File: src/rtl/alu_req_arbiter_if.sv
// ---------------------------------------------------------------------------
// alu_req_arbiter_if
// Bundles every non-clock signal of alu_req_arbiter:
//   req0_* / req1_*   : request channels (valid/ready, a, b, opcode)
//   rsp0_* / rsp1_*   : response handshakes (valid/ready)
//   rsp_result/z/c/err: shared response payload, qualified by rspN_valid
//   alu_*             : operands/opcode to, and result/flags from, the ALU
// Modport slave is the arbiter side; modport master is the environment side
// (requesters plus the external ALU).
// ---------------------------------------------------------------------------
interface alu_req_arbiter_if;
  logic       req0_valid;
  logic       req0_ready;
  logic [7:0] req0_a;
  logic [7:0] req0_b;
  logic [2:0] req0_opcode;
  logic       req1_valid;
  logic       req1_ready;
  logic [7:0] req1_a;
  logic [7:0] req1_b;
  logic [2:0] req1_opcode;
  logic       rsp0_valid;
  logic       rsp0_ready;
  logic       rsp1_valid;
  logic       rsp1_ready;
  logic [7:0] rsp_result;
  logic       rsp_z;
  logic       rsp_c;
  logic       rsp_err;
  logic [7:0] alu_a;
  logic [7:0] alu_b;
  logic [2:0] alu_opcode;
  logic [7:0] alu_result;
  logic       alu_flag_z;
  logic       alu_flag_c;

  modport slave (
    input  req0_valid, req0_a, req0_b, req0_opcode,
    input  req1_valid, req1_a, req1_b, req1_opcode,
    output req0_ready, req1_ready,
    output rsp0_valid, rsp1_valid,
    input  rsp0_ready, rsp1_ready,
    output rsp_result, rsp_z, rsp_c, rsp_err,
    output alu_a, alu_b, alu_opcode,
    input  alu_result, alu_flag_z, alu_flag_c
  );

  modport master (
    output req0_valid, req0_a, req0_b, req0_opcode,
    output req1_valid, req1_a, req1_b, req1_opcode,
    input  req0_ready, req1_ready,
    input  rsp0_valid, rsp1_valid,
    output rsp0_ready, rsp1_ready,
    input  rsp_result, rsp_z, rsp_c, rsp_err,
    input  alu_a, alu_b, alu_opcode,
    output alu_result, alu_flag_z, alu_flag_c
  );
endinterface

File: src/rtl/alu_req_arbiter.sv
// ---------------------------------------------------------------------------
// alu_req_arbiter
// Two-port round-robin request arbiter/sequencer for a shared 8-bit ALU.
// One request is in flight at a time: IDLE (accept) -> EXEC (ALU sees the
// registered operands, result captured at the end of the cycle) -> RESP
// (response held until the granted port takes it). Priority toggles to the
// other port only when a response completes.
//
// Ports:
//   clk    : clock, all state on the rising edge
//   rst_n  : asynchronous active-low reset
//   bus    : alu_req_arbiter_if.slave (request, response and ALU signals)
// Parameters:
//   RESET_PRIO : port holding priority after reset (0 or 1)
// Build option:
//   ALU_ARB_ERR_EN : when defined, opcodes 101-111 return rsp_err=1 with a
//                    zeroed result and flags; when undefined rsp_err is 0 and
//                    the ALU output is captured whatever the opcode.
// ---------------------------------------------------------------------------
module alu_req_arbiter #(
  parameter bit RESET_PRIO = 1'b0
) (
  input  logic             clk,
  input  logic             rst_n,
  alu_req_arbiter_if.slave bus
);

  typedef enum logic [1:0] {
    ST_IDLE = 2'd0,
    ST_EXEC = 2'd1,
    ST_RESP = 2'd2
  } state_e;

  state_e     state_q, state_d;
  logic       prio_q, prio_d;
  logic       grant_q, grant_d;
  logic [7:0] a_q, a_d;
  logic [7:0] b_q, b_d;
  logic [2:0] op_q, op_d;
  logic [7:0] res_q, res_d;
  logic       z_q, z_d;
  logic       c_q, c_d;
  logic       err_q, err_d;

  logic       prio_valid_s;
  logic       other_valid_s;
  logic       sel_s;
  logic       accept_s;
  logic       rsp_fire_s;

  // Opcodes above eor (3'b100) have no ALU meaning.
  function automatic logic is_illegal_op(input logic [2:0] op);
    return (op > 3'd4);
  endfunction

  // Candidate grant: the priority port if it asks, else the other port if it
  // asks; with nobody asking the priority port is offered ready.
  always_comb begin
    prio_valid_s  = prio_q ? bus.req1_valid : bus.req0_valid;
    other_valid_s = prio_q ? bus.req0_valid : bus.req1_valid;
    if (prio_valid_s || !other_valid_s) begin
      sel_s = prio_q;
    end else begin
      sel_s = ~prio_q;
    end
  end

  assign accept_s   = (state_q == ST_IDLE) && (sel_s ? bus.req1_valid : bus.req0_valid);
  assign rsp_fire_s = (state_q == ST_RESP) && (grant_q ? bus.rsp1_ready : bus.rsp0_ready);

  // Next-state and datapath next values.
  always_comb begin
    state_d = state_q;
    prio_d  = prio_q;
    grant_d = grant_q;
    a_d     = a_q;
    b_d     = b_q;
    op_d    = op_q;
    res_d   = res_q;
    z_d     = z_q;
    c_d     = c_q;
    err_d   = err_q;
    case (state_q)
      ST_IDLE: begin
        if (accept_s) begin
          state_d = ST_EXEC;
          grant_d = sel_s;
          if (sel_s) begin
            a_d  = bus.req1_a;
            b_d  = bus.req1_b;
            op_d = bus.req1_opcode;
          end else begin
            a_d  = bus.req0_a;
            b_d  = bus.req0_b;
            op_d = bus.req0_opcode;
          end
        end else begin
          state_d = ST_IDLE;
        end
      end
      ST_EXEC: begin
        state_d = ST_RESP;
`ifdef ALU_ARB_ERR_EN
        if (is_illegal_op(op_q)) begin
          res_d = 8'h00;
          z_d   = 1'b0;
          c_d   = 1'b0;
          err_d = 1'b1;
        end else begin
          res_d = bus.alu_result;
          z_d   = bus.alu_flag_z;
          c_d   = bus.alu_flag_c;
          err_d = 1'b0;
        end
`else
        res_d = bus.alu_result;
        z_d   = bus.alu_flag_z;
        c_d   = bus.alu_flag_c;
        err_d = 1'b0;
`endif
      end
      ST_RESP: begin
        if (rsp_fire_s) begin
          state_d = ST_IDLE;
          prio_d  = ~grant_q;
        end else begin
          state_d = ST_RESP;
        end
      end
      default: begin
        state_d = ST_IDLE;
      end
    endcase
  end

  // State, operand and response registers.
  always_ff @(posedge clk or negedge rst_n) begin
    if (!rst_n) begin
      state_q <= ST_IDLE;
      prio_q  <= RESET_PRIO;
      grant_q <= 1'b0;
      a_q     <= 8'h00;
      b_q     <= 8'h00;
      op_q    <= 3'b000;
      res_q   <= 8'h00;
      z_q     <= 1'b0;
      c_q     <= 1'b0;
      err_q   <= 1'b0;
    end else begin
      state_q <= state_d;
      prio_q  <= prio_d;
      grant_q <= grant_d;
      a_q     <= a_d;
      b_q     <= b_d;
      op_q    <= op_d;
      res_q   <= res_d;
      z_q     <= z_d;
      c_q     <= c_d;
      err_q   <= err_d;
    end
  end

  // Ready is gated by rst_n so it is low for the whole reset assertion,
  // not just after the first clock.
  assign bus.req0_ready = rst_n && (state_q == ST_IDLE) && !sel_s;
  assign bus.req1_ready = rst_n && (state_q == ST_IDLE) && sel_s;

  assign bus.rsp0_valid = (state_q == ST_RESP) && !grant_q;
  assign bus.rsp1_valid = (state_q == ST_RESP) && grant_q;
  assign bus.rsp_result = res_q;
  assign bus.rsp_z      = z_q;
  assign bus.rsp_c      = c_q;
  assign bus.rsp_err    = err_q;

  // ALU inputs always follow the operand registers.
  assign bus.alu_a      = a_q;
  assign bus.alu_b      = b_q;
  assign bus.alu_opcode = op_q;

endmodule

File: src/flat_wrapper.sv
// flat-port wrapper written by rule: the top's interface ports become plain ports
module alu_req_arbiter_flat 
#(
  parameter bit RESET_PRIO = 1'b0
)
  (clk, rst_n, bus_req0_valid, bus_req0_a, bus_req0_b, bus_req0_opcode, bus_req1_valid, bus_req1_a, bus_req1_b, bus_req1_opcode, bus_req0_ready, bus_req1_ready, bus_rsp0_valid, bus_rsp1_valid, bus_rsp0_ready, bus_rsp1_ready, bus_rsp_result, bus_rsp_z, bus_rsp_c, bus_rsp_err, bus_alu_a, bus_alu_b, bus_alu_opcode, bus_alu_result, bus_alu_flag_z, bus_alu_flag_c);
  alu_req_arbiter_if bus_i ();
  input  logic clk;
  input  logic rst_n;
  input wire logic [$bits(bus_i.req0_valid)-1:0] bus_req0_valid;
  input wire logic [$bits(bus_i.req0_a)-1:0] bus_req0_a;
  input wire logic [$bits(bus_i.req0_b)-1:0] bus_req0_b;
  input wire logic [$bits(bus_i.req0_opcode)-1:0] bus_req0_opcode;
  input wire logic [$bits(bus_i.req1_valid)-1:0] bus_req1_valid;
  input wire logic [$bits(bus_i.req1_a)-1:0] bus_req1_a;
  input wire logic [$bits(bus_i.req1_b)-1:0] bus_req1_b;
  input wire logic [$bits(bus_i.req1_opcode)-1:0] bus_req1_opcode;
  output wire logic [$bits(bus_i.req0_ready)-1:0] bus_req0_ready;
  output wire logic [$bits(bus_i.req1_ready)-1:0] bus_req1_ready;
  output wire logic [$bits(bus_i.rsp0_valid)-1:0] bus_rsp0_valid;
  output wire logic [$bits(bus_i.rsp1_valid)-1:0] bus_rsp1_valid;
  input wire logic [$bits(bus_i.rsp0_ready)-1:0] bus_rsp0_ready;
  input wire logic [$bits(bus_i.rsp1_ready)-1:0] bus_rsp1_ready;
  output wire logic [$bits(bus_i.rsp_result)-1:0] bus_rsp_result;
  output wire logic [$bits(bus_i.rsp_z)-1:0] bus_rsp_z;
  output wire logic [$bits(bus_i.rsp_c)-1:0] bus_rsp_c;
  output wire logic [$bits(bus_i.rsp_err)-1:0] bus_rsp_err;
  output wire logic [$bits(bus_i.alu_a)-1:0] bus_alu_a;
  output wire logic [$bits(bus_i.alu_b)-1:0] bus_alu_b;
  output wire logic [$bits(bus_i.alu_opcode)-1:0] bus_alu_opcode;
  input wire logic [$bits(bus_i.alu_result)-1:0] bus_alu_result;
  input wire logic [$bits(bus_i.alu_flag_z)-1:0] bus_alu_flag_z;
  input wire logic [$bits(bus_i.alu_flag_c)-1:0] bus_alu_flag_c;
  assign bus_i.req0_valid = bus_req0_valid;
  assign bus_i.req0_a = bus_req0_a;
  assign bus_i.req0_b = bus_req0_b;
  assign bus_i.req0_opcode = bus_req0_opcode;
  assign bus_i.req1_valid = bus_req1_valid;
  assign bus_i.req1_a = bus_req1_a;
  assign bus_i.req1_b = bus_req1_b;
  assign bus_i.req1_opcode = bus_req1_opcode;
  assign bus_req0_ready = bus_i.req0_ready;
  assign bus_req1_ready = bus_i.req1_ready;
  assign bus_rsp0_valid = bus_i.rsp0_valid;
  assign bus_rsp1_valid = bus_i.rsp1_valid;
  assign bus_i.rsp0_ready = bus_rsp0_ready;
  assign bus_i.rsp1_ready = bus_rsp1_ready;
  assign bus_rsp_result = bus_i.rsp_result;
  assign bus_rsp_z = bus_i.rsp_z;
  assign bus_rsp_c = bus_i.rsp_c;
  assign bus_rsp_err = bus_i.rsp_err;
  assign bus_alu_a = bus_i.alu_a;
  assign bus_alu_b = bus_i.alu_b;
  assign bus_alu_opcode = bus_i.alu_opcode;
  assign bus_i.alu_result = bus_alu_result;
  assign bus_i.alu_flag_z = bus_alu_flag_z;
  assign bus_i.alu_flag_c = bus_alu_flag_c;
  alu_req_arbiter #(.RESET_PRIO(RESET_PRIO)) u_core (.clk(clk), .rst_n(rst_n), .bus(bus_i));
endmodule
File: config.mk
export PLATFORM = sky130hd
export DESIGN_NAME = alu_req_arbiter_flat
export DESIGN_NICKNAME = d
export VERILOG_FILES = /design/src/rtl/alu_req_arbiter_if.sv /design/src/rtl/alu_req_arbiter.sv /design/src/flat_wrapper.sv
export SDC_FILE = /design/constraint.sdc
export NUM_CORES = 1
export LEC_CHECK = 0
export BUFFER_PORTS_ARGS = -buffer_cell sky130_fd_sc_hd__buf_2
export CAP_MARGIN = 30
export CORE_ASPECT_RATIO = 0.8
export CORE_UTILIZATION = 49
export CTS_CLUSTER_SIZE = 30
export DETAILED_ROUTE_END_ITERATION = 12
export PLACE_DENSITY = 0.84
export SETUP_SLACK_MARGIN = 0.5
export SLEW_MARGIN = 25
export SYNTH_ARGS = -nofsm -noshare
export SYNTH_HDL_FRONTEND = slang
export SYNTH_SLANG_ARGS = --single-unit
File: constraint.sdc
create_clock -name clk -period 3 [get_ports clk]
set_input_delay 0.6 -clock clk [delete_from_list [all_inputs] [get_ports clk]]
set_output_delay 0.6 -clock clk [all_outputs]
set_load 0.03 [all_outputs]
**Word level (Yosys, flattened, before mapping)**

Index checks and enable logic that the tools add are counted.

- Register bits: 33
- Latch bits: 0
- Memory bits (writable): 0
- Bits in read-only memories: 0
- Bits of input ports: 54
- Output and inout port bits: 34
- Word-level logic and storage cells: 38
- Memories kept: 0

- Add/sub/neg operators: 0
- $mul: 0
- Div/mod/pow operators: 0
- $lt $le $gt $ge: 0
- Eq/ne operators: 2
- Shift-type cells: 0
- Multiplexer cells: 11
- Bitwise gates (word level): 2
- Reduce and logical (&&, ||, !) cells: 14

Operator list:

| cell | number |
|---|---|
| $mux 8 | 2 |
| $logic_and 1x1->1 | 7 |
| $mux 1 | 6 |
| $pmux 2 s3 | 1 |
| $reduce_and 2->1 | 2 |
| $logic_not 1->1 | 3 |
| $mux 3 | 1 |
| $eq 2x1->1 const B | 1 |
| $eq 2x2->1 const B | 1 |
| $logic_not 2->1 | 1 |
| $mux 2 | 1 |
| $not 1->1 | 2 |
| $logic_or 1x1->1 | 1 |

**Depth between registers and ports, before layout**

- Depth after elaboration: 8
- Depth in mapped cells: 5
- Depth with buffers taken out: 3

**Least setup slack after synthesis**

OpenSTA, ideal clock, no wires.

- Path type: in2out
- From: in bus_req0_valid
- To: out bus_req0_ready
- Arrival: 1.407 ns
- Required time: 2.400 ns
- Setup slack: 0.993 ns
- Stages on the path: 3
- Buffers on the path: 0
- Path through: inv_1 maj3_1 nor2_1

- Longest elaborated chain between the ends: 6
- Elaborated cells on any way between the ends: 7
- Classes of those cells: mux: 3; reduce/logical: 4

Ends and longest elaborated chain:

| what | line | RTL |
|---|---|---|
| start, declared | flat_wrapper.sv:10 | `input wire logic [$bits(bus_i.req0_valid)-1:0] bus_req0_valid;` |
| $mux 1 | alu_req_arbiter.sv:60 | `other_valid_s = prio_q ? bus.req0_valid : bus.req1_valid;` |
| $logic_not 1->1 | alu_req_arbiter.sv:61 | `if (prio_valid_s \|\| !other_valid_s) begin` |
| $logic_or 1x1->1 * | alu_req_arbiter.sv:61 |  |
| $mux 1 * | alu_req_arbiter.sv:61 |  |
| $logic_not 1->1 * | alu_req_arbiter.sv:165 | `assign bus.req0_ready = rst_n && (state_q == ST_IDLE) && !sel_s;` |
| $logic_and 1x1->1 * | alu_req_arbiter.sv:165 |  |
| end, declared | flat_wrapper.sv:18 | `output wire logic [$bits(bus_i.req0_ready)-1:0] bus_req0_ready;` |

Mark *: on every way between the ends. The rest lies on a longest branch, timed or not.

**Worst setup path after layout**

- From: in bus_req1_valid
- To: out bus_req1_ready

- Longest elaborated chain between the ends: 5
- Elaborated cells on any way between the ends: 6
- Classes of those cells: mux: 3; reduce/logical: 3

Ends and longest elaborated chain:

| what | line | RTL |
|---|---|---|
| start, declared | flat_wrapper.sv:14 | `input wire logic [$bits(bus_i.req1_valid)-1:0] bus_req1_valid;` |
| $mux 1 | alu_req_arbiter.sv:60 |  |
| $logic_not 1->1 | alu_req_arbiter.sv:61 |  |
| $logic_or 1x1->1 * | alu_req_arbiter.sv:61 |  |
| $mux 1 * | alu_req_arbiter.sv:61 |  |
| $logic_and 1x1->1 * | alu_req_arbiter.sv:166 | `assign bus.req1_ready = rst_n && (state_q == ST_IDLE) && sel_s;` |
| end, declared | flat_wrapper.sv:19 | `output wire logic [$bits(bus_i.req1_ready)-1:0] bus_req1_ready;` |

Marked as above.

==> impl_metrics.toml <==
[run_status]
status = "complete, no violations"

[cts]
hold_buffers = 0
cts_setup_buffers = 0
htree_levels = 2
clock_sinks = 33
cts_tree = "done"
cts_buffers = 5
cts-resized-gates = 0
clkTransAtPathRegs_ns = 0.07
root_buffer = "clkbuf_8"
clock_latency_ns = 0.29
cts_buffer_depth = 2

[place]
gp_congestion = 0.764
dpl.hpwl_mm = 3.16
io_buffers = 86

[synthesis]
synthArstFlopShare_pct = 100
ys_ff_latch = 33
synthTopCellsByCount = "o2111ai_1 (38), dfrtp_1 (33), o21ai_1 (20), nand3_1 (19), buf_2 (12)"
synth_warnings = 0
syn_nets = 221
ys.flop_type = "dfrtp_1"
synth_edf_count = 0
ys_seq_area_share_pct = 47.8
netlist_area_sq_um = 1730
ys_types = 21
syn_inst = 167
synth_top_cell_area_share_pct = 47.8
syn_avg_cell_area_sq_um = 10.3
synth.area.top_cells = "dfrtp_1 (48%), o2111ai_1 (19%), mux2_4 (7.8%)"
post-synth-top-area-cell = "dfrtp_1"
synth.most_common_cell = "o2111ai_1"

[routing]
vias_per_cell = 6.00
drt-initial-drc-count = 172
top_layer = "met4"
first_pass_iters = 4
drt.antenna.violating_nets = 0
wirelength_mm = 4.48
wl_met3_um = 391
wl_met1_mm = 2.02
vias = 1722
wl_met2_mm = 1.99
wl_per_cell_um = 15.6
drc_errors = 0

[global_route]
antenna_found_initial = 0
grt_pass1_vias = 1435
grt_overflow = 0
grt_pass1_wl_mm = 6.82
grt_usage_pct = 25.9
grt_max_degree = 39

[worst_setup_path]
crit_arrival_ns = 1.60
worst_setup_path_start_kind = "input pin"
crit_required_ns = 2.40
crit_path_end_kind = "output port"
path_max_fanout = 23
r2r_end = "u_core.bus.rsp_result[7]"
worstSetupPathType = "in2out"
reg2reg_slack_ns = 1.47
worstRegToRegCells = 2
reg2reg_from = "u_core.state_q[1]"

[sta]
rsz0062_at_grt = "false"
tightest_slew_ns = 0.736
fin_skew_ns = 0.00305
clock.fmax_mhz = 454
maxSlewHeadroom_pct = 50.9
drv_slew = 0
layout_min_cycle_time_ns = 2.20
worst_hold_slack_ns = 0.179
setup-tns-final_ns = 0
finalSetupViolations = 0
period_share_pct = 73.5
hold_viol_final = 0

[power_and_ir_drop]
ir_drop_uv = 603
power_leakage_nw = 1.12
pwr_density_cell_nw_per_um2 = 1160

[floorplan]
rows = 18
start_util_pct = 53.7
die_h_um = 55.1
die_w_um = 68.4
ios = 88
die_area_sq_um = 3770
core_sq_um = 3220

[layout]
multi_input_area_sq_um = 785
synthToLayoutAreaGrowth_pct = 32.1
drive_gt1_share_pct = 46.2
diodes = 0
nFillCells = 262
seq_area_sq_um = 826
layout.nets = 300

[worst_hold_path]
hp-class = "in2async"

[job]
cap_violations = 0
critical path: stages:
cell,delay [ns]
buf_2,0.23
maj3_1,0.41
and3_1,0.18
buf_2,0.17
layout make-up:
cell class | instances | area share (%)
Sequential cell | 33 | 36.2
Multi-Input combinational cell | 108 | 34.4
Tap cell | 40 | 2.19
Inverter | 5 | 0.822
Clock buffer | 6 | 3.62
Timing Repair Buffer | 93 | 21.2
Clock inverter | 2 | 1.64
cells by family after synthesis:
logic type | share of synthesized area (%)
AO/OA/AOI/OAI | 27.2
buffers and inverters | 6.95
multiplexers | 8.47
flip-flops | 47.8
other | 0.217
AND/OR/NAND/NOR | 8.83
adder cells (fa/ha/maj) | 0.579
through the flow:
step | std cells | instance area (sq um) | util (%) | worst slack [ns] | total power, mW
after detailed placement | 279 | 2160 | 67.1 | 0.800 | 2.21
after global placement | 279 | 2160 | 67.1 | 0.821 | 2.20
after global routing | 287 | 2280 | 70.9 | 0.735 | 2.83
after floorplan | 167 | 1730 | - | 0.993 | 1.85
final | 287 | 2280 | 70.9 | 0.796 | 2.65
after CTS | 287 | 2280 | 70.9 | 0.798 | 2.66
state kept, by name, indices dropped and copies added (netlist names):
| name | count |
|---|---|
| u_core.bus.alu_b | 8 |
| u_core.prio_q | 1 |
| u_core.bus.alu_opcode | 3 |
| u_core.bus.rsp_z | 1 |
| u_core.grant_q | 1 |
| u_core.bus.rsp_c | 1 |
| u_core.bus.rsp_result | 8 |
| u_core.state_q | 2 |
| u_core.bus.alu_a | 8 |
per-layer routing:
layer	up-vias	track usage [%]
li1	820	-
met1	804	34.8
met2	89	39.1
met3	9	7.79
met4	0	10.8
met5	-	0
cell usage in the layout, fill, tap and decap left out, drive strengths merged, types with 2 or more instances in the layout:
cell	count
buf	93
o2111ai	38
dfrtp	33
o21ai	25
nand3	19
mux2	10
clkbuf	6
nor2	6
inv	5
nand2b	2
and3	2
worst max-delay path by stage:
stage | slack, ns | end | start
2_1_floorplan | 0.99 | bus_req0_ready | bus_req0_valid
3_3_place_gp | 0.82 | bus_req1_ready | bus_req1_valid
3_5_place_dp | 0.80 | bus_req1_ready | bus_req1_valid
4_1_cts | 0.80 | bus_req1_ready | bus_req1_valid
5_1_grt | 0.73 | bus_req1_ready | bus_req1_valid
6_report | 0.80 | bus_req1_ready | bus_req1_valid
power by group:
group          total, mW  leakage [nW]  internal, mW  switching [mW]
registers          0.791         0.397         0.667           0.123
logic               1.42         0.668         0.479           0.944
clock network      0.435        0.0574         0.270           0.165
(Power assumes the default switching activity.)
